[src/rtl/servo_pwm_gen_pkg.sv]
// Shared constants and types for the servo pulse-width path.
package servo_pkg;

  localparam int unsigned SERVO_W         = 11;
  localparam int unsigned SERVO_MIN_US    = 1000;
  localparam int unsigned SERVO_MAX_US    = 2000;
  localparam int unsigned SERVO_CENTER_US = 1500;
  localparam int unsigned SERVO_PERIOD_US = 20000;

  typedef logic [SERVO_W-1:0] servo_us_t;

endpackage

[src/rtl/servo_pwm_gen_us_tick_gen.sv]
// Microsecond tick prescaler: us_tick marks the last clk of every microsecond.
module us_tick_gen #(
  parameter int unsigned CLKS_PER_US = 100
) (
  input  logic clk,
  input  logic rst,
  output logic us_tick
);

  localparam int unsigned CW = (CLKS_PER_US > 1) ? $clog2(CLKS_PER_US) : 1;
  localparam logic [CW-1:0] LAST = CW'(CLKS_PER_US - 1);

  logic [CW-1:0] tick_cnt_q;

  assign us_tick = (tick_cnt_q == LAST);

  // Count 0..CLKS_PER_US-1 and wrap.
  always_ff @(posedge clk) begin
    if (rst) begin
      tick_cnt_q <= '0;
    end else if (us_tick) begin
      tick_cnt_q <= '0;
    end else begin
      tick_cnt_q <= tick_cnt_q + CW'(1);
    end
  end

endmodule

[src/rtl/servo_pwm_gen.sv]
// 50 Hz servo PWM generator with command clamp and per-frame slew limit.
module servo_pwm_gen
  import servo_pkg::*;
#(
  parameter int unsigned CLK_FREQ_HZ = 100_000_000,
  parameter int unsigned PERIOD_US   = SERVO_PERIOD_US,
  parameter int unsigned MIN_US      = SERVO_MIN_US,
  parameter int unsigned MAX_US      = SERVO_MAX_US,
  parameter int unsigned RESET_US    = SERVO_CENTER_US,
  parameter int unsigned MAX_STEP_US = 50
) (
  input  logic               clk,
  input  logic               rst,
  input  logic [SERVO_W-1:0] width_us,
  input  logic               width_valid,
  output logic               pwm_out,
  output logic               frame_start,
  output logic [SERVO_W-1:0] width_applied
);

  localparam int unsigned CLKS_PER_US = CLK_FREQ_HZ / 1_000_000;
  localparam int unsigned CNT_W       = 15;

  localparam logic [CNT_W-1:0] US_LAST = CNT_W'(PERIOD_US - 1);
  localparam servo_us_t        MIN_W   = servo_us_t'(MIN_US);
  localparam servo_us_t        MAX_W   = servo_us_t'(MAX_US);
  localparam servo_us_t        RESET_W = servo_us_t'(RESET_US);
  localparam servo_us_t        STEP_W  = servo_us_t'(MAX_STEP_US);

  if (!(MIN_US <= RESET_US && RESET_US <= MAX_US && MAX_US < PERIOD_US &&
        MAX_US < 2048 && (CLK_FREQ_HZ % 1_000_000) == 0)) begin : g_param_check
    $fatal(1, "servo_pwm_gen: illegal parameter set");
  end

  logic                    us_tick;
  logic                    frame_end;
  logic [CNT_W-1:0]        us_cnt_q, us_cnt_d;
  logic                    origin_q;
  logic                    frame_start_q;
  logic                    pwm_q;
  servo_us_t               applied_q, applied_d;
  servo_us_t               target_q, target_d;
  logic signed [SERVO_W:0] diff;
  servo_us_t               abs_diff;

  us_tick_gen #(
    .CLKS_PER_US(CLKS_PER_US)
  ) u_us_tick (
    .clk    (clk),
    .rst    (rst),
    .us_tick(us_tick)
  );

  assign frame_end = us_tick && (us_cnt_q == US_LAST);

  // Microsecond position within the frame.
  always_comb begin
    us_cnt_d = us_cnt_q;
    if (frame_end) begin
      us_cnt_d = '0;
    end else if (us_tick) begin
      us_cnt_d = us_cnt_q + CNT_W'(1);
    end
  end

  // Clamp a new command into the safe window; the last strobe of a frame wins.
  always_comb begin
    target_d = target_q;
    if (width_valid) begin
      if (width_us < MIN_W) begin
        target_d = MIN_W;
      end else if (width_us > MAX_W) begin
        target_d = MAX_W;
      end else begin
        target_d = width_us;
      end
    end
  end

  // Slew the applied width toward the target, only at the frame boundary.
  always_comb begin
    diff      = $signed({1'b0, target_q}) - $signed({1'b0, applied_q});
    abs_diff  = diff[SERVO_W] ? servo_us_t'(-diff) : servo_us_t'(diff);
    applied_d = applied_q;
    if (frame_end) begin
      if (MAX_STEP_US == 0 || 32'(abs_diff) <= MAX_STEP_US) begin
        applied_d = target_q;
      end else if (diff[SERVO_W]) begin
        applied_d = applied_q - STEP_W;
      end else begin
        applied_d = applied_q + STEP_W;
      end
    end
  end

  // State and registered outputs. origin_q is high exactly while the prescaler
  // and us counter both sit at zero (after reset or a frame boundary), so the
  // tick counter need not be exported from the prescaler.
  always_ff @(posedge clk) begin
    if (rst) begin
      us_cnt_q      <= '0;
      origin_q      <= 1'b1;
      frame_start_q <= 1'b0;
      pwm_q         <= 1'b0;
      applied_q     <= RESET_W;
      target_q      <= RESET_W;
    end else begin
      us_cnt_q      <= us_cnt_d;
      origin_q      <= frame_end;
      frame_start_q <= origin_q;
      pwm_q         <= (us_cnt_q < {{(CNT_W-SERVO_W){1'b0}}, applied_q});
      applied_q     <= applied_d;
      target_q      <= target_d;
    end
  end

  assign pwm_out       = pwm_q;
  assign frame_start   = frame_start_q;
  assign width_applied = applied_q;

endmodule

[config.mk]
export PLATFORM = sky130hd
export DESIGN_NAME = servo_pwm_gen
export DESIGN_NICKNAME = d
export VERILOG_FILES = /design/src/rtl/servo_pwm_gen_pkg.sv /design/src/rtl/servo_pwm_gen_us_tick_gen.sv /design/src/rtl/servo_pwm_gen.sv
export SDC_FILE = /design/constraint.sdc
export NUM_CORES = 1
export LEC_CHECK = 0
export ABC_AREA = 0
export BUFFER_PORTS_ARGS = -buffer_cell sky130_fd_sc_hd__buf_2
export CAP_MARGIN = 20
export CORE_MARGIN = 10
export CORE_UTILIZATION = 43
export DETAILED_ROUTE_END_ITERATION = 6
export PLACE_DENSITY = 0.7
export SLEW_MARGIN = 30
export SYNTH_ARGS = -nofsm -noshare
export SYNTH_HDL_FRONTEND = slang
export SYNTH_HIERARCHICAL = 1
export SYNTH_SLANG_ARGS = --single-unit
[constraint.sdc]
create_clock -name clk -period 3.65 [get_ports clk]
set_clock_uncertainty 0.15 [all_clocks]
set_input_delay 0.365 -clock clk [delete_from_list [all_inputs] [get_ports clk]]
set_output_delay 0.365 -clock clk [all_outputs]
set_load 0.02 [all_outputs]
==> impl_metrics.json, run 1 <==
{
  "gp_congestion": 0.856,
  "max_freq_mhz": 273,
  "pwr-share-seq_pct": 38.9,
  "ioPinCount": 27,
  "min_period_ns": 3.66,
  "syn_nets": 467,
  "drv_slew": 0,
  "p_clk_share_pct": 28.7,
  "synth-seq-cells": 47,
  "place_inst": 569,
  "crit_path_end_kind": "register",
  "drive_above_1_share_pct": 22.0,
  "min_to": "target_q[2]",
  "p_int_mw": 0.943,
  "postRouteAntennaNets": 0,
  "grt_max_degree": 23,
  "grt_pass1_wl_um": 13900,
  "overflow": 0,
  "rows": 32,
  "tightest_slew_ns": 0.451,
  "min_period_over_period_pct": 100,
  "dieArea_um2": 12000,
  "num_antenna_cells": 0,
  "grtUsageTotal_pct": 14.1,
  "cp_max_fo": 3,
  "worstPathArrival_ns": 3.74,
  "critical_path.startpoint_type": "register",
  "max_slew_margin_pct": 69.5,
  "max_cap_viol_count": 0,
  "multi_input_area_um2": 2480,
  "powerDensity_nw_per_um2": 330,
  "cts_root_buffer": "clkbuf_8",
  "clk_path_buf_depth": 2,
  "yosys.cell_count.top_type": "nor2_1",
  "layout.cells.non_filler": 583,
  "start_util_pct": 44.4,
  "first_global_vias": 2951,
  "power_frac_comb_pct": 32.5,
  "required_ns": 3.73,
  "post-dp-hpwl_um": 6960,
  "htree_num_levels": 2,
  "synth_edf_count": 0,
  "routedWlPerCell_um": 14.9,
  "setup_viol": 1,
  "hold_violations": 0,
  "cts_tree": "done",
  "r2r_end": "width_applied[1]",
  "p_sw_mw": 0.433,
  "crit_type": "reg -> reg",
  "netlist_area_um2": 3430,
  "syn_avg_cell_area_um2": 8.21,
  "rsz0062_at_grt": "yes",
  "cts_sinks": 47,
  "synth_ff_type": "dfxtp_1",
  "syn_inst": 418,
  "drc": 0,
  "fin_tns_setup_ns": -0.00739,
  "fillers": 707,
  "r2r_setup_slack_ns": -0.007,
  "fin_nets": 529,
  "swShare_pct": 31.4,
  "synth_commonest_cells": "nor2_1 (54), dfxtp_1 (47), a21oi_1 (36)",
  "whs_path_depth": 2,
  "p_leak_nw": 1.76,
  "first_iter_violations": 178,
  "violations": "setup timing",
  "antenna_found_initial": 0,
  "hold_start": "width_us[2]",
  "vdd_drop_max_mv": 0.296,
  "timing.rr.start": "target_q[0]",
  "routed_wl_um": 8700,
  "vias": 3158,
  "status": "finished with violations",
  "ys_seq_area_share_pct": 27.4,
  "fp.dieH_um": 109,
  "async_reset_ff_share_pct": 0,
  "area_growth_pct": 21.4,
  "ys_warn_count": 6,
  "worstSkewPairLatency_ns": 0.31,
  "dpl_worst_slack_ns": -0.0673,
  "clkTransAtPathRegs_ns": 0.09,
  "seqCellArea_um2": 942,
  "hold_class": "in -> reg",
  "r2r_cells": 15,
  "place.port_buffers": 26,
  "synth_cell_type_count": 60,
  "cts_buffers": 5,
  "firstDrtPassIters": 5,
  "holdBufCountCts": 0,
  "fin_util_pct": 53.9,
  "postLayoutSetupSlackWorst_ns": -0.00739,
  "core_um2": 7730,
  "post-synth-top-area-cell": "dfxtp_1",
  "netlist.area_leader.share_pct": 27.4,
  "synth.area.top_cells": "dfxtp_1 (27%), ha_1 (12%), nor2_1 (5.9%), a21oi_1 (5.2%), xnor2_1 (4.6%)",
  "die_w_um": 109,
  "vias_per_cell": 5.42
}
[cells by family after synthesis]
family	count (synthesis)	share of synthesized area [%]
compound gates	103	20.3
xor+xnor	32	8.16
fa+ha+maj	35	13.2
buf+inv	29	3.72
flops	47	27.4
mux	14	4.12
simple gates	158	23.1
[registers in the layout, summed over array words and instances (netlist names)]
signal,flops
us_cnt_q,15
target_q,11
width_applied,11
u_us_tick/tick_cnt_q,7
frame_start,1
origin_q,1
pwm_out,1
[stage by stage]
| stage | hold WS [ns] | area, um^2 | total power, mW |
|---|---|---|---|
| floorplan | 0.264 | 3440 | 0.836 |
| global placement | 0.279 | 3890 | 0.921 |
| detailed placement | 0.283 | 3890 | 0.931 |
| CTS | 0.130 | 4040 | 1.33 |
| global route | 0.149 | 4170 | 1.44 |
| finish | 0.137 | 4170 | 1.38 |
[worst max-delay path, cell delays in order, from the launching register on]
cell and delay, ns:
dfxtp_2 0.34, inv_2 0.05, ha_4 0.16, fa_1 0.51
ha_2 0.20, nand2_1 0.05, a211o_1 0.30, o311ai_4 0.08
o211ai_1 0.18, or3_4 0.42, and3_4 0.17, a211oi_4 0.27
nor3_4 0.09, buf_4 0.14, or3_1 0.29, a31oi_1 0.18
[worst max path at each step]
stage / from / end / slack (ns)
final: target_q[0] / width_applied[1] / -0.007
after global placement: target_q[0] / width_applied[6] / 0.06
after global routing: target_q[0] / width_applied[6] / -0.21
after detailed placement: target_q[0] / width_applied[6] / -0.07
after CTS: target_q[0] / width_applied[6] / 0.01
after floorplan: width_applied[8] / width_applied[10] / 0.04
[what timing repair did]
action,CTS,global route
gates resized for setup,5,22
pin swaps,3,17
setup endpoints to repair,10,11
setup buffers,2,4
[cell type report]
type | instances | share of cell area, %
clock buffer | 5 | 1.65
clock inverter | 3 | 1.14
inverter | 20 | 1.86
multi-input combinational | 342 | 59.6
sequential | 47 | 22.6
tap | 102 | 3.06
timing repair buffer | 64 | 10.1
[power by group through the flow]
stage	clock network, mW	logic [mW]	registers [mW]
6_report	0.394	0.446	0.535
5_1_grt	0.420	0.485	0.537
4_1_cts	0.403	0.393	0.534
3_5_place_dp	0	0.385	0.546
3_3_place_gp	0	0.376	0.546
2_1_floorplan	0	0.292	0.544
[cell usage in the layout (no fill, tap or decap), drive strengths merged, types with 3 or more instances in the layout]
cell and instances:
a211oi 4, a21o 7, a21oi 36, a22oi 4
and3 5, buf 64, clkbuf 5, dfxtp 47
ha 33, inv 21, mux2i 13, nand2 31
nand2b 16, nand3 8, nand4 5, nor2 55
nor2b 11, nor3 5, o211ai 3, o21ai 23
o22ai 6, or3 9, xnor2 18, xor2 14
[layer usage]
| metal | global-route usage [%] | share of wire (%) | vias up |
|---|---|---|---|
| li1 | - | - | 1612 |
| met1 | 18.9 | 48 | 1433 |
| met2 | 22.5 | 45 | 98 |
| met3 | 2.69 | 5.6 | 15 |
| met4 | 4.37 | 1.5 | 0 |
| met5 | 0 | 0 | - |
(Power assumes the default switching activity.)
==> run 2: changes to the inputs <==
Settings changed: SETUP_SLACK_MARGIN set to 0.1.
==> run 2 against run 1 <==
Against the previous run: the run now ends clean; clock-buffer cell count stayed put; global-route usage is 0.48 points higher; first-iteration DRC count is 8.4% higher; highest routed layer unchanged.
==> impl_metrics.json, run 2 (synthesis results as in run 1) <==
{
  "routed_wl_um": 8790,
  "max_stage_delay_ns": 0.51,
  "start_util_pct": 44.4,
  "ioPinCount": 27,
  "slowest_stage": "fa_1",
  "setup_viol": 0,
  "p_clk_share_pct": 32.7,
  "num_antenna_cells": 0,
  "post-dp-hpwl_um": 6780,
  "cp_max_fo": 7,
  "hold_class": "in -> reg",
  "grtUsageTotal_pct": 14.6,
  "final_cell_mix": "nor2_1 (52), dfxtp_1 (41), buf_4 (32), a21oi_1 (30), nand2_1 (30)",
  "antenna_found_initial": 0,
  "rows": 32,
  "clkTransAtPathRegs_ns": 0.10,
  "place_area_um2": 3850,
  "fin_nets": 524,
  "r2r_cells": 15,
  "critical_path.startpoint_type": "register",
  "status": "completed",
  "p_sw_mw": 0.431,
  "place.port_buffers": 26,
  "required_ns": 3.68,
  "overflow": 0,
  "max_slew_margin_pct": 67.2,
  "fin_tns_setup_ns": 0,
  "layout_commonest_cell": "nor2_1",
  "powerDensity_nw_per_um2": 341,
  "area_growth_pct": 22.3,
  "routedWlPerCell_um": 15.2,
  "power_frac_comb_pct": 30.0,
  "fin_util_pct": 54.3,
  "drive_above_1_share_pct": 23.3,
  "min_period_ns": 3.56,
  "crit_family": "simple AND/OR/NAND/NOR gates",
  "die_w_um": 109,
  "whs_path_depth": 2,
  "largest_register": "us_cnt_q",
  "drc": 0,
  "top_usage_layer": "met2",
  "holdWs_ns": 0.150,
  "postLayoutSetupSlackWorst_ns": 0.0909,
  "min_period_over_period_pct": 97.5,
  "vdd_drop_max_mv": 0.323,
  "first_iter_violations": 193,
  "first_global_vias": 3099,
  "crit_path_end_kind": "register",
  "gp_congestion": 0.905,
  "path_cells": "inv_2 -> ha_4 -> fa_1 -> ha_2 -> nand2_2 -> a211o_1 -> o311ai_4 -> o211ai_1 -> or3_4 -> nor2_2 -> a211oi_4 -> nor3_2 -> buf_6 -> mux2i_1 -> a211oi_1",
  "pwr-share-seq_pct": 37.2,
  "swShare_pct": 30.1,
  "grtUsageMet1_pct": 18.7,
  "max_freq_mhz": 281,
  "postRouteAntennaNets": 0,
  "met2_usage_pct": 24.2,
  "cts_sinks": 47,
  "dieArea_um2": 12000,
  "p_leak_nw": 1.74,
  "clk_path_buf_depth": 2,
  "largest_reg_flops": 15,
  "worstPathArrival_ns": 3.59,
  "dpl_worst_slack_ns": -0.121,
  "core_um2": 7730,
  "cts_tree": "done",
  "grt_max_degree": 23,
  "max_cap_viol_count": 0,
  "drv_slew": 0,
  "rsz0062_at_grt": "yes",
  "fp.dieH_um": 109,
  "firstDrtPassIters": 4,
  "hold_violations": 0,
  "use_met3_pct": 2.93,
  "crit_buf_inv": 2,
  "finish.instance_area_um2": 4200,
  "vias_per_cell": 5.46,
  "worstSkewPairLatency_ns": 0.31,
  "htree_num_levels": 2,
  "holdBufCountCts": 0,
  "vias": 3153,
  "crit_type": "reg -> reg",
  "grt_pass1_wl_um": 14400,
  "tightest_slew_ns": 0.485,
  "p_int_mw": 1.00,
  "worstSetupPathDepth": 15,
  "cts_buffers": 5,
  "cts_root_buffer": "clkbuf_8"
}
[run 2: through the flow]
step	instances	power, mW
after detailed placement	563	0.919
after global routing	578	1.50
after global placement	563	0.910
final	578	1.43
after floorplan	418	0.836
after CTS	573	1.41
[run 2: final timing paths]
kind / start / end / slack (ns)
worst min-delay path: width_us[2] / target_q[2] / 0.15
worst min register to register: origin_q / frame_start / 0.31
worst max-delay path: target_q[0] / width_applied[5] / 0.09
worst max register to register: target_q[0] / width_applied[5] / 0.09
[run 2: layout make-up]
| cell class | count | area (um^2) |
|---|---|---|
| Clock inverter | 3 | 71.3 |
| Tap cell | 102 | 128 |
| Multi-Input combinational cell | 342 | 2520 |
| Clock buffer | 5 | 68.8 |
| Timing Repair Buffer | 59 | 382 |
| Fill cell | 701 | 3530 |
| Sequential cell | 47 | 953 |
| Inverter | 20 | 77.6 |
[run 2: power groups by stage]
stage | registers (mW) | clock network [mW] | logic, mW
after detailed placement | 0.546 | 0 | 0.373
final | 0.533 | 0.469 | 0.430
after floorplan | 0.544 | 0 | 0.292
after global routing | 0.535 | 0.493 | 0.473
after global placement | 0.546 | 0 | 0.364
after CTS | 0.534 | 0.477 | 0.398
[run 2: routing by layer]
metal  vias to the layer above  part of all wire (%)
met5                         -                     0
li1                       1601                     -
met4                         0                   1.4
met1                      1457                    47
met3                        10                   5.4
met2                        85                    46
[run 2: worst register-to-register path: cells and delay by family, from the launching register on]
family | cells | cell delay (ns)
AOI/OAI and AO/OA | 5 | 0.74
adders and majority gates | 3 | 0.87
buffers and inverters | 2 | 0.23
DFF | 1 | 0.35
muxes | 1 | 0.22
and+or+nand+nor | 4 | 0.88
[run 2: what timing repair did]
item / in CTS / in global routing
gates resized for setup: 15 / 22
buffers inserted: 2 / 5
endpoints found under the setup margin: 10 / 11
endpoints found under the hold margin: 0 / 0
pin swaps: 12 / 16
